--- src/rtl/pixel_serializer.sv ---
// rtl/pixel_serializer.sv - two-pixel-beat FIFO feeding a one-pixel-per-cycle valid/ready stream
// Optional feature macro: PIX_CHECKSUM_EN (adds CHECKSUM output with per-frame R+G+B sum)
module pixel_serializer #(
  parameter int WIDTH  = 640,
  parameter int HEIGHT = 426,
  parameter int DEPTH  = 16
) (
  input  logic        HCLK,
  input  logic        HRESETn,
  input  logic        HSYNC,
  input  logic [7:0]  DATA_R0,
  input  logic [7:0]  DATA_G0,
  input  logic [7:0]  DATA_B0,
  input  logic [7:0]  DATA_R1,
  input  logic [7:0]  DATA_G1,
  input  logic [7:0]  DATA_B1,
  output logic        PIX_VALID,
  input  logic        PIX_READY,
  output logic [7:0]  PIX_R,
  output logic [7:0]  PIX_G,
  output logic [7:0]  PIX_B,
  output logic        PIX_EOL,
  output logic        PIX_EOF,
  output logic        OVERFLOW
`ifdef PIX_CHECKSUM_EN
  ,
  output logic [15:0] CHECKSUM
`endif
);

  localparam int AW = $clog2(DEPTH);
  localparam int CW = (WIDTH > 1) ? $clog2(WIDTH) : 1;
  localparam int RW = (HEIGHT > 1) ? $clog2(HEIGHT) : 1;
  localparam logic [CW-1:0] COL_LAST = CW'(WIDTH - 1);
  localparam logic [RW-1:0] ROW_LAST = RW'(HEIGHT - 1);

  typedef enum logic [1:0] {S_EMPTY, S_P0, S_P1} state_t;

  state_t      state_q;
  logic [AW:0] wr_ptr_q, rd_ptr_q, rd_next;
  logic [47:0] mem_q [DEPTH];
  logic [47:0] head_beat, next_beat;
  logic [CW-1:0] col_q, col_d;
  logic [RW-1:0] row_q, row_d;
  logic        valid_q, eol_q, eof_q, overflow_q;
  logic [23:0] pix_q;
  logic        eol_d, eof_d;
  logic        empty, full, xfer, pop, push, more;

  // The extra pointer MSB distinguishes full from empty when the index bits match.
  assign empty   = (wr_ptr_q == rd_ptr_q);
  assign full    = (wr_ptr_q[AW] != rd_ptr_q[AW]) && (wr_ptr_q[AW-1:0] == rd_ptr_q[AW-1:0]);
  assign xfer    = valid_q && PIX_READY;
  assign pop     = xfer && (state_q == S_P1);
  // A pop in the same cycle frees a slot, so a full FIFO can still accept the beat.
  assign push    = HSYNC && (!full || pop);
  assign rd_next = rd_ptr_q + 1'b1;
  assign more    = (rd_next != wr_ptr_q);

  assign head_beat = mem_q[rd_ptr_q[AW-1:0]];
  assign next_beat = mem_q[rd_next[AW-1:0]];

  // Position of the pixel that will be presented after this cycle, and its line/frame flags.
  always_comb begin
    col_d = col_q;
    row_d = row_q;
    if (xfer) begin
      if (col_q == COL_LAST) begin
        col_d = '0;
        row_d = (row_q == ROW_LAST) ? '0 : row_q + 1'b1;
      end else begin
        col_d = col_q + 1'b1;
      end
    end
    eol_d = (col_d == COL_LAST);
    eof_d = eol_d && (row_d == ROW_LAST);
  end

  // Beat storage; contents need no reset because the pointers define what is valid.
  always_ff @(posedge HCLK) begin
    if (push) mem_q[wr_ptr_q[AW-1:0]] <= {DATA_R1, DATA_G1, DATA_B1, DATA_R0, DATA_G0, DATA_B0};
  end

  // FIFO pointers.
  always_ff @(posedge HCLK or negedge HRESETn) begin
    if (!HRESETn) begin
      wr_ptr_q <= '0;
      rd_ptr_q <= '0;
    end else begin
      if (push) wr_ptr_q <= wr_ptr_q + 1'b1;
      if (pop)  rd_ptr_q <= rd_next;
    end
  end

  // Sticky drop flag: a beat arrived with no room and no simultaneous pop.
  always_ff @(posedge HCLK or negedge HRESETn) begin
    if (!HRESETn)                       overflow_q <= 1'b0;
    else if (HSYNC && full && !pop)     overflow_q <= 1'b1;
  end

  // Output column/row counters advance once per accepted pixel.
  always_ff @(posedge HCLK or negedge HRESETn) begin
    if (!HRESETn) begin
      col_q <= '0;
      row_q <= '0;
    end else begin
      col_q <= col_d;
      row_q <= row_d;
    end
  end

  // Output FSM: walks the even then odd pixel of the head beat with registered outputs.
  always_ff @(posedge HCLK or negedge HRESETn) begin
    if (!HRESETn) begin
      state_q <= S_EMPTY;
      valid_q <= 1'b0;
      pix_q   <= '0;
      eol_q   <= 1'b0;
      eof_q   <= 1'b0;
    end else begin
      case (state_q)
        S_EMPTY: begin
          if (!empty) begin
            state_q <= S_P0;
            valid_q <= 1'b1;
            pix_q   <= head_beat[23:0];
            eol_q   <= eol_d;
            eof_q   <= eof_d;
          end
        end
        S_P0: begin
          if (xfer) begin
            state_q <= S_P1;
            pix_q   <= head_beat[47:24];
            eol_q   <= eol_d;
            eof_q   <= eof_d;
          end
        end
        S_P1: begin
          if (xfer) begin
            if (more) begin
              state_q <= S_P0;
              pix_q   <= next_beat[23:0];
              eol_q   <= eol_d;
              eof_q   <= eof_d;
            end else begin
              state_q <= S_EMPTY;
              valid_q <= 1'b0;
              pix_q   <= '0;
              eol_q   <= 1'b0;
              eof_q   <= 1'b0;
            end
          end
        end
        default: state_q <= S_EMPTY;
      endcase
    end
  end

  assign PIX_VALID = valid_q;
  assign PIX_R     = pix_q[23:16];
  assign PIX_G     = pix_q[15:8];
  assign PIX_B     = pix_q[7:0];
  assign PIX_EOL   = eol_q;
  assign PIX_EOF   = eof_q;
  assign OVERFLOW  = overflow_q;

`ifdef PIX_CHECKSUM_EN
  logic [15:0] acc_q, checksum_q, acc_sum;
  assign acc_sum = acc_q + 16'(pix_q[23:16]) + 16'(pix_q[15:8]) + 16'(pix_q[7:0]);

  // Accumulate every accepted pixel; latch the total and restart on the frame's last pixel.
  always_ff @(posedge HCLK or negedge HRESETn) begin
    if (!HRESETn) begin
      acc_q      <= '0;
      checksum_q <= '0;
    end else if (xfer) begin
      if (eof_q) begin
        checksum_q <= acc_sum;
        acc_q      <= '0;
      end else begin
        acc_q      <= acc_sum;
      end
    end
  end

  assign CHECKSUM = checksum_q;
`endif

endmodule

--- config.mk ---
export PLATFORM = sky130hd
export DESIGN_NAME = pixel_serializer
export DESIGN_NICKNAME = d
export VERILOG_FILES = /design/src/rtl/pixel_serializer.sv
export SDC_FILE = /design/constraint.sdc
export NUM_CORES = 1
export LEC_CHECK = 0
export CORE_AREA = 4 4 275 209
export CTS_CLUSTER_DIAMETER = 100
export CTS_CLUSTER_SIZE = 12
export DETAILED_ROUTE_END_ITERATION = 16
export DIE_AREA = 0 0 279 213
export GPL_TIMING_DRIVEN = 0
export PLACE_DENSITY = 0.81
export SLEW_MARGIN = 5
export SYNTH_ARGS = -nofsm -noshare
export SYNTH_HDL_FRONTEND = slang
export SYNTH_SLANG_ARGS = --single-unit
export TNS_END_PERCENT = 30
--- constraint.sdc ---
create_clock -name HCLK -period 16.15 [get_ports HCLK]
set_input_delay 3.23 -clock HCLK [delete_from_list [all_inputs] [get_ports HCLK]]
set_output_delay 3.23 -clock HCLK [all_outputs]
set_load 0.01 [all_outputs]
==> key figures <==
Clock network
  • Num CTS Buffers: 78
  • H-tree lvl count: 3
  • Worst-path clk slew: 0.06 ns
  • Post_cts resized: 0
  • Root Buffer: clkbuf_16
  • CTS Sinks: 827
  • Setup Fix Bufs, Post-CTS: 0
  • Clock Latency Late Sink: 0.65 ns
  • CTS tree: yes
  • CTS Hold Bufs: 0
  • CTS Buffer Depth: 3

Yosys
  • Async SR Flop Fraction: 7.13%
  • Synthesis Warnings: 0
  • Top FF cell, synth: edfxtp_1
  • Syn avg cell area: 18.4 um2
  • Post-synth top area share: 65.3%
  • Yosys reg bits: 827
  • Unique cell type count in the Yosys netlist: 60
  • Post-synthesis instance area: 0.0353 mm2
  • Synth top area cells: edfxtp_1 (65%), mux4_2 (15%), dfrtp_1 (4.2%)
  • Cells after Synth: 1917
  • Net count after synthesis: 1981
  • Post-synth top area cell: edfxtp_1
  • Sequential share of the synthesized area: 69.5%
  • Post-synth EDFFs: 768

GRT
  • Aggregate global-route resource usage: 34.9%
  • Gr ovfl total: 0
  • Vias in the first global route: 21800
  • Largest net degree at the start of global routing: 47
  • Initial antenna violation count: 5
  • Wire length of the first global-routing pass: 148000 um

Setup path
  • Worst path cell trace: clkdlybuf4s50_1 > and2_1 > buf_6 > nand2_1 > and3b_1 > nor2b_1 > clkbuf_1 > nand2_1 > nor3_2 > buf_6 > buf_4 > buf_4
  • Kind of critical path: in2reg
  • Slowest stage cell, crit path: nor3_2
  • CP Launch Type: input pin
  • Crit path DAT: 6.74 ns
  • Crit-path max cell delay: 0.63 ns
  • Crit-path max FO: 9
  • CP Data Required Time: 16.47 ns
  • R2R Setup Slk: 11.66 ns
  • CP Capture Type: flop

Die
  • Initial Util: 64.9%
  • I/O pin cnt: 80
  • Row count: 74
  • Die area: 0.0594 mm2
  • Die Height: 213 um
  • Die W: 279 um
  • Core region area: 0.0544 mm2

Route
  • DRC errors left: 0
  • Avg Vias per Cell: 7.51
  • Final WL: 102000 um
  • Detail Route Antenna Nets: 0
  • Vias post-DR: 21800
  • Drt initial violations: 3953
  • Routed length per instance: 35.3 um
  • Initial DRT Pass Iterations: 7

Timing
  • Max Clock Skew: 0.0243 ns
  • Endpoints failing setup: 0
  • Slew Viols, Final: 0
  • Final hold vios: 0
  • Fin Setup TNS: 0 ns
  • Final Worst Setup Slack: 9.73 ns
  • Slew HR: 11.8%
  • Tcrit/Tclk final: 39.8%
  • Worst Max-Slew Pin Slew: 1.32 ns
  • Fin crit period: 6.42 ns
  • Fmax: 156 MHz
  • RSZ-0062 raised after global routing: no

Power
  • Power, Total: 7.89 mW
  • Worst vdd ir: 0.000123 V
  • Lkg Pwr: 13.2 nW
  • Power per cell area: 196 mW/mm2

Status
  • Outcome: finished, final reports clean

Finish
  • Fill cell count: 3023
  • Area growth syn-to-layout: 14.0%
  • Finished Cell Area: 0.0403 mm2
  • Layout cells sized above 1: 21.5%
  • Layout Nets: 2193
  • Util after Layout: 74.0%

Flow run
  • Max_cap viols: 0

Place
  • DP HPWL: 67100 um
  • RD Place Congestion: 0.912
  • IO buf count: 79
  • DP Worst Slack: 9.23 ns
  • Placement Cell Area: 0.0380 mm2

Hold path
  • Hold Path Class: reg2reg
-- through the flow --
| step | std cells | hold slack, ns |
|---|---|---|
| 2_1_floorplan | 1917 | 0.458 |
| 3_3_place_gp | 2718 | 0.476 |
| 3_5_place_dp | 2771 | 0.482 |
| 4_1_cts | 2896 | 0.490 |
| 5_1_grt | 2898 | 0.512 |
| 6_report | 2899 | 0.493 |
-- final cells by class --
class                           count  area [um2]  area share [%]
Multi-Input combinational cell    948       10200            25.4
Inverter                           14        55.1           0.137
Tap cell                          722         903            2.24
Buffer                            128         607            1.51
Sequential cell                   827       24500            60.9
Clock inverter                      5        91.3           0.227
Clock buffer                      120        2150            5.34
Timing Repair Buffer              132        1680            4.17
Antenna cell                        3        7.51          0.0186
-- cells in the mapped netlist (8+ instances only) --
cell	count
a21oi_1	41
a221oi_1	14
a22oi_1	9
a31oi_1	20
buf_1	21
buf_2	40
buf_4	16
clkbuf_1	49
dfrtp_1	59
edfxtp_1	768
ha_1	12
inv_1	13
mux2i_1	127
mux4_2	242
nand2_1	162
nand3_1	71
nor2_1	27
nor3_1	9
o21ai_0	22
o221ai_1	48
o22ai_1	49
xnor2_1	16
xor2_1	8
-- kinds of logic (layout without fill, tap and decap cells) --
kind of cell | after synthesis | count (layout) | share of synthesized area [%]
AOI/OAI and AO/OA | 226 | 226 | 4.42
xor gates and xnor gates | 25 | 25 | 0.641
adders and majority gates | 12 | 12 | 0.425
buffers and inverters | 142 | 399 | 1.86
DFF | 827 | 827 | 69.5
muxes | 372 | 372 | 19.1
other | 0 | 3 | 0
and+or+nand+nor | 313 | 313 | 4.07
-- placed cells by master (no fill, tap or decap), types with 11 or more instances in the layout --
cell type / netlist / routed
a21oi_1: 41 / 41
o22ai_1: 49 / 49
o21ai_0: 22 / 22
inv_1: 13 / 12
ha_1: 12 / 12
clkdlybuf4s50_1: 0 / 78
clkbuf_1: 49 / 89
clkbuf_16: 0 / 80
nor2_4: 0 / 11
a31oi_1: 20 / 20
a221oi_1: 14 / 14
edfxtp_1: 768 / 768
buf_4: 16 / 32
mux2i_1: 127 / 127
buf_16: 0 / 15
nand2_1: 162 / 162
nor2_1: 27 / 16
nand3_1: 71 / 71
mux4_2: 242 / 242
buf_1: 21 / 20
buf_12: 0 / 12
xnor2_1: 16 / 16
dfrtp_1: 59 / 59
buf_2: 40 / 40
o221ai_1: 48 / 48
buf_6: 2 / 13
-- registers in the layout, indices dropped and copies added, names as in the netlist --
register and cells:
OVERFLOW 1, PIX_EOF 1, PIX_EOL 1, PIX_VALID 1
col_q 10, mem_q 768, pix_q 24, rd_ptr_q 5
row_q 9, state_q 2, wr_ptr_q 5
-- metal layers --
layer	track usage, %	share of wire [%]
met5	0	0.036
met4	13.1	4.5
met3	14.1	17
met2	51.2	44
met1	48.2	34
-- path summary, 6_finish.rpt --
path / startpoint / endpoint / cells after the start
worst max-delay path: PIX_READY / mem_q[3][14] / 12
worst min-delay path: rd_ptr_q[4] / rd_ptr_q[4] / 1
worst max register to register: rd_ptr_q[2] / pix_q[18] / 7
worst min register to register: rd_ptr_q[4] / rd_ptr_q[4] / 1
max in group asynchronous: HRESETn / pix_q[19] / 2
min in group asynchronous: HRESETn / pix_q[3] / 1
-- critical path: cells and delay by family --
| kind | cells | cell delay, ns |
|---|---|---|
| buf+inv | 6 | 1.83 |
| simple gates | 6 | 1.65 |
-- where the power goes --
part           total (mW)  switching, mW  internal, mW
logic                3.47           2.13          1.34
clock network        1.69          0.775         0.918
registers            2.73          0.123          2.61
Note: power is estimated with default switching activity, not from simulation.
